[src/rtl/fetch_stage_pkg.sv]
// Shared types and constants for the instruction-fetch stage and its IF/ID register.
package fetch_stage_pkg;

    localparam int unsigned INSTR_W = 32;
    localparam int unsigned ADDR_W  = 32;

    // Bubble instruction presented to decode when valid=0
    localparam logic [INSTR_W-1:0] NOP_INSTR = INSTR_W'(32'h0);

    typedef enum logic [1:0] {
        START   = 2'd0,
        FETCH   = 2'd1,
        HOLD    = 2'd2,
        DISCARD = 2'd3
    } fetch_state_e;

    // Fetched word paired with the PC+4 handed to decode
    typedef struct packed {
        logic [INSTR_W-1:0] instr;
        logic [ADDR_W-1:0]  pc_next;
    } fetch_pkt_t;

endpackage

[src/rtl/if_id_reg.sv]
// IF/ID pipeline register: load has priority over bubble; hold freezes everything.
module if_id_reg
    import fetch_stage_pkg::*;
(
    input  logic               clk,
    input  logic               rst,
    input  logic               load,
    input  logic               bubble,
    input  logic               hold,
    input  logic [INSTR_W-1:0] instr_in,
    input  logic [ADDR_W-1:0]  pc_in,
    output logic [INSTR_W-1:0] instruction,
    output logic [ADDR_W-1:0]  pc_out,
    output logic               valid
);

    logic [INSTR_W-1:0] instr_q, instr_d;
    logic [ADDR_W-1:0]  pc_q, pc_d;
    logic               valid_q, valid_d;

    always_comb begin
        instr_d = instr_q;
        pc_d    = pc_q;
        valid_d = valid_q;
        if (!hold) begin
            if (load) begin
                instr_d = instr_in;
                pc_d    = pc_in;
                valid_d = 1'b1;
            end else if (bubble) begin
                instr_d = NOP_INSTR;
                valid_d = 1'b0;
            end
        end
    end

    always_ff @(posedge clk or negedge rst) begin
        if (!rst) begin
            instr_q <= '0;
            pc_q    <= '0;
            valid_q <= 1'b0;
        end else begin
            instr_q <= instr_d;
            pc_q    <= pc_d;
            valid_q <= valid_d;
        end
    end

    assign instruction = instr_q;
    assign pc_out      = pc_q;
    assign valid       = valid_q;

endmodule

[src/rtl/fetch_stage.sv]
// Instruction-fetch stage: PC, req/ready memory handshake, freeze hold buffer,
// branch redirect with squash of the wrong-path fetch, feeding the IF/ID register.
module fetch_stage
    import fetch_stage_pkg::*;
#(
    parameter logic [ADDR_W-1:0] RESET_PC = 32'h0000_0000
) (
    input  logic               clk,
    input  logic               rst,
    input  logic               freeze,
    input  logic               br_taken,
    input  logic [ADDR_W-1:0]  br_offset,
    output logic               imem_req,
    output logic [ADDR_W-1:0]  imem_addr,
    input  logic [INSTR_W-1:0] imem_rdata,
    input  logic               imem_ready,
    output logic [INSTR_W-1:0] instruction,
    output logic [ADDR_W-1:0]  pc_out,
    output logic               valid
);

    fetch_state_e      state_q, state_d;
    logic [ADDR_W-1:0] pc_q, pc_d;
    logic [ADDR_W-1:0] req_addr_q, req_addr_d;
    logic [ADDR_W-1:0] redirect_q, redirect_d;
    fetch_pkt_t        hold_buf_q, hold_buf_d;
    logic              imem_req_q, imem_req_d;

    logic              ifid_load, ifid_bubble, ifid_hold;
    fetch_pkt_t        ifid_pkt;

    logic              br_accept;
    logic [ADDR_W-1:0] br_target;
    logic [ADDR_W-1:0] seq_addr;

    // A branch only counts for a real, non-stalled instruction in IF/ID
    assign br_accept = br_taken && valid && !freeze;
    assign br_target = pc_out + (br_offset << 2);
    assign seq_addr  = req_addr_q + ADDR_W'(4);

    always_comb begin
        state_d     = state_q;
        pc_d        = pc_q;
        req_addr_d  = req_addr_q;
        redirect_d  = redirect_q;
        hold_buf_d  = hold_buf_q;
        ifid_load   = 1'b0;
        ifid_bubble = 1'b0;
        ifid_hold   = 1'b0;
        ifid_pkt    = '{instr: imem_rdata, pc_next: seq_addr};

        case (state_q)
            START: begin
                req_addr_d = pc_q;
                ifid_hold  = 1'b1;
                state_d    = FETCH;
            end
            FETCH: begin
                if (br_accept) begin
                    ifid_bubble = 1'b1;
                    if (imem_ready) begin
                        pc_d       = br_target;
                        req_addr_d = br_target;
                    end else begin
                        redirect_d = br_target;
                        state_d    = DISCARD;
                    end
                end else if (imem_ready) begin
                    if (freeze) begin
                        hold_buf_d = '{instr: imem_rdata, pc_next: seq_addr};
                        ifid_hold  = 1'b1;
                        state_d    = HOLD;
                    end else begin
                        ifid_load  = 1'b1;
                        pc_d       = seq_addr;
                        req_addr_d = seq_addr;
                    end
                end else if (freeze) begin
                    ifid_hold = 1'b1;
                end else begin
                    ifid_bubble = 1'b1;
                end
            end
            HOLD: begin
                if (freeze) begin
                    ifid_hold = 1'b1;
                end else if (br_accept) begin
                    ifid_bubble = 1'b1;
                    pc_d        = br_target;
                    req_addr_d  = br_target;
                    state_d     = FETCH;
                end else begin
                    ifid_load  = 1'b1;
                    ifid_pkt   = hold_buf_q;
                    pc_d       = seq_addr;
                    req_addr_d = seq_addr;
                    state_d    = FETCH;
                end
            end
            DISCARD: begin
                // Squashed request must still complete before the redirect is issued
                ifid_hold   = freeze;
                ifid_bubble = !freeze;
                if (imem_ready) begin
                    pc_d       = redirect_q;
                    req_addr_d = redirect_q;
                    state_d    = FETCH;
                end
            end
            default: begin
                state_d = START;
            end
        endcase

        imem_req_d = (state_d == FETCH) || (state_d == DISCARD);
    end

    always_ff @(posedge clk or negedge rst) begin
        if (!rst) begin
            state_q    <= START;
            pc_q       <= RESET_PC;
            req_addr_q <= RESET_PC;
            redirect_q <= '0;
            hold_buf_q <= '0;
            imem_req_q <= 1'b0;
        end else begin
            state_q    <= state_d;
            pc_q       <= pc_d;
            req_addr_q <= req_addr_d;
            redirect_q <= redirect_d;
            hold_buf_q <= hold_buf_d;
            imem_req_q <= imem_req_d;
        end
    end

    assign imem_req  = imem_req_q;
    assign imem_addr = req_addr_q;

    if_id_reg u_if_id (
        .clk         (clk),
        .rst         (rst),
        .load        (ifid_load),
        .bubble      (ifid_bubble),
        .hold        (ifid_hold),
        .instr_in    (ifid_pkt.instr),
        .pc_in       (ifid_pkt.pc_next),
        .instruction (instruction),
        .pc_out      (pc_out),
        .valid       (valid)
    );

endmodule

[config.mk]
export PLATFORM = sky130hd
export DESIGN_NAME = fetch_stage
export DESIGN_NICKNAME = d
export VERILOG_FILES = /design/src/rtl/fetch_stage_pkg.sv /design/src/rtl/if_id_reg.sv /design/src/rtl/fetch_stage.sv
export SDC_FILE = /design/constraint.sdc
export NUM_CORES = 1
export LEC_CHECK = 0
export BUFFER_PORTS_ARGS = -buffer_cell sky130_fd_sc_hd__buf_2
export CAP_MARGIN = 15
export CORE_MARGIN = 10
export CORE_UTILIZATION = 50
export DETAILED_ROUTE_END_ITERATION = 8
export PLACE_DENSITY_LB_ADDON = 0.2
export SYNTH_ARGS = -nofsm -noshare
export SYNTH_HDL_FRONTEND = slang
export SYNTH_HIERARCHICAL = 1
export SYNTH_SLANG_ARGS = --single-unit
[constraint.sdc]
create_clock -name clk -period 7.3 [get_ports clk]
set_input_delay 1.095 -clock clk [delete_from_list [all_inputs] [get_ports clk]]
set_output_delay 1.095 -clock clk [all_outputs]
set_load 0.05 [all_outputs]
==> results by group <==
Run status
  • Status: complete, no violations

Floorplanning
  • Num rows: 57
  • Die height: approximately 180 um
  • Die area: ~0.032 sq mm
  • Core area: 0.0245 sq mm
  • I/O pin cnt: between 150 and 200
  • Starting Density: slightly above 50%
  • Horiz. Die Dim: approximately 180 um

CTS
  • Skew-Pair Late Insertion Delay: around 0.53 ns
  • CTS Sinks: about 230
  • Hold_buf cts: 0
  • Root buf cell: clkbuf_16
  • CTS clock-pin slew for the worst setup and hold paths: 0.06 ns
  • Resized Gates After CTS: 0
  • Htree depth: 1
  • CTS buffer count: 27
  • CTS max path bufs: 3
  • CTS tree: yes
  • Postcts setup bufs: 0

Timing
  • Max Freq: ~260 MHz
  • Setup TNS Final: 0 ns
  • Final Slew Violations: 0
  • Fin crit period: ~3.9 ns
  • RSZ-0062 raised after global routing: false
  • Final period util: 53.6%
  • Setup Viol. Count Final: 0
  • Final Hold Fails: 0
  • Clock Skew: approximately 0.026 ns
  • Normalized max-slew margin: between 20% and 30%
  • Final worst-path setup slack: 3.39 ns
  • Worst Max-Slew Pin Slew: 1.08 ns

Yosys
  • Syn Nets: ~1400
  • Post-synthesis instance total: around 1300
  • Register area share after synthesis: around 45%
  • FF+latch count, synth: around 230
  • Mapped Area: 0.0125 sq mm
  • Biggest area consumer among synthesized cells: dfrtp_1
  • Top post-synthesis cells by count: dfrtp_1, nand2_1, o21ai_0
  • Share of the synthesized area in the top cell type: between 40 and 50%
  • Ys flop type: dfrtp_1
  • Yosys warnings: 6
  • Post-synth EDFFs: 0
  • Cell with the most instances after synthesis: dfrtp_1
  • Avg Cell Area, Syn: approximately 9.6 sq um
  • Cell variety after synth: 64
  • Ys async rst share: 100%
  • Main area contributors after synthesis: dfrtp_1, mux2_2, nand2_1

Route
  • Routed vias: 10200
  • Wirelength per Cell: ~19 um
  • DR iter-0 viols: 744
  • Final wirelength: around 34 mm
  • Antenna Nets Post-Route: 0
  • Vias per cell: between 5 and 6
  • Residual DRC count: 0
  • Detailed Routing Iterations Pass 1: 5

Final layout
  • Layout area overhead: 15.8%
  • Design Area, Final: about 0.014 sq mm
  • Post-Layout Cell Count: 1774
  • Nets: 1533
  • Layout cells sized above 1: about a quarter

Worst setup path
  • Worst path required time: between 7 and 8 ns
  • Worst setup SP type: flop
  • Crit path kind: flop to flop
  • Crit Path Max Fanout: 36
  • CP Capture Type: flop
  • Reg2reg path depth: 8
  • Reg-to-Reg Start: state_q[0]
  • RR Endpoint: imem_addr[17]
  • CP arrival: 4.30 ns
  • R2R Setup Slk: between 3 and 4 ns

Place
  • Post-Place Cells: 1723
  • Routability Congestion: between 0.8 and 0.9
  • Area of placed instances: approximately 0.014 sq mm
  • I/O Buffers: around 160
  • DPL Wire Length: approximately 23 mm
  • Pre-CTS setup slack: a little over 3 ns

Power
  • Worst vdd ir: roughly 0.00028 V
  • Leakage: around 7 nW
  • PD cells: between 500 and 600 mW/mm^2

Hold path
  • Hold WC Path Type: flop to flop
  • Hold path start: pc_q[4]
  • Worst Hold Path EP: pc_q[4]
  • Hold-critical path depth: 2

Global route
  • Initial antenna violation count: 2
  • Total grt overflow: 0
  • Largest net degree at the start of global routing: around 170
  • First-pass GRT wire length: ~55 mm
  • Vias in the first global route: slightly above 10000
  • Total GRT Usage: 21.4%

Run
  • Max Cap Viol: 0
layer usage:
| metal | GRT usage (%) | wire length, um |
|---|---|---|
| met5 | 0 | 13 |
| met4 | 4.97 | 620 |
| met3 | 5.12 | 2780 |
| met2 | 33.4 | 15500 |
| met1 | 29.6 | 15500 |
worst max-delay path, stage by stage, from the launching register on:
cell and delay (ns):
dfrtp_1 0.44, inv_1 0.09, ha_1 0.32, a22oi_1 0.29, and2_1 0.88, nand2_1 0.86, buf_4 0.52, a221oi_1 0.25
a21oi_1 0.11
how the worst max path moves through the flow:
stage	slack, ns	start	endpoint	cells past startpoint
floorplan	3.88	br_offset[0]	imem_addr[30]	11
global placement	3.04	imem_ready	imem_addr[17]	8
detailed placement	3.07	imem_ready	imem_addr[17]	8
CTS	3.43	state_q[0]	imem_addr[17]	8
global route	3.07	state_q[0]	imem_addr[17]	8
finish	3.39	state_q[0]	imem_addr[17]	8
kinds of logic after synthesis:
| family | share of synthesized area, % |
|---|---|
| compound gates | 19.0 |
| simple gates | 13.1 |
| flops | 45.5 |
| mux | 11.3 |
| buf+inv | 3.60 |
| xor+xnor | 3.93 |
| fa+ha+maj | 3.57 |
through the flow:
| step | power [W] | util, % | hold WS (ns) |
|---|---|---|---|
| finish | 0.00769 | 59.1 | 0.472 |
| global route | 0.00823 | 59.1 | 0.495 |
| CTS | 0.00772 | 59.0 | 0.475 |
| detailed placement | 0.00631 | 55.3 | 0.463 |
| global placement | 0.00624 | 55.3 | 0.455 |
| floorplan | 0.00523 | - | 0.433 |
final cells by class:
cell class | count | area, sq um
well taps | 324 | 405
diodes | 1 | 2.50
clock inverters | 12 | 144
clock buffers | 37 | 763
fillers | 2165 | 10000
inverters | 20 | 75.1
multi-input cells | 972 | 6400
flip-flops and latches | 227 | 5680
repair buffers | 181 | 991
sequential cells by signal, indices dropped and copies added, names as in the netlist:
register             flops
hold_buf_q              64
imem_addr               32
pc_q                    32
redirect_q              32
u_if_id/instruction     32
u_if_id/pc_out          32
state_q                  2
u_if_id/valid            1
placed cells by master (no fill, tap or decap), types with 6 or more instances in the layout:
master,instances
a211oi_1,16
a21o_1,13
a21oi_1,104
a221o_1,9
a221oi_1,9
a22o_1,32
a31oi_1,8
and3_1,9
buf_2,163
buf_4,15
clkbuf_16,27
clkinv_2,6
dfrtp_1,227
ha_1,33
inv_1,20
mux2_2,86
mux2_4,17
mux2i_1,18
nand2_1,210
nand3_1,27
nand4_1,12
nor2_1,71
nor3_1,7
o211ai_1,11
o21ai_0,122
o21ai_1,23
or3_1,13
xnor2_1,26
xor2_1,30
power by group:
group,internal (W),switching (W)
Combinational,0.00133,0.00273
Clock,0.000835,0.000533
Sequential,0.00184,0.000422
Note: power is estimated with default switching activity, not from simulation.
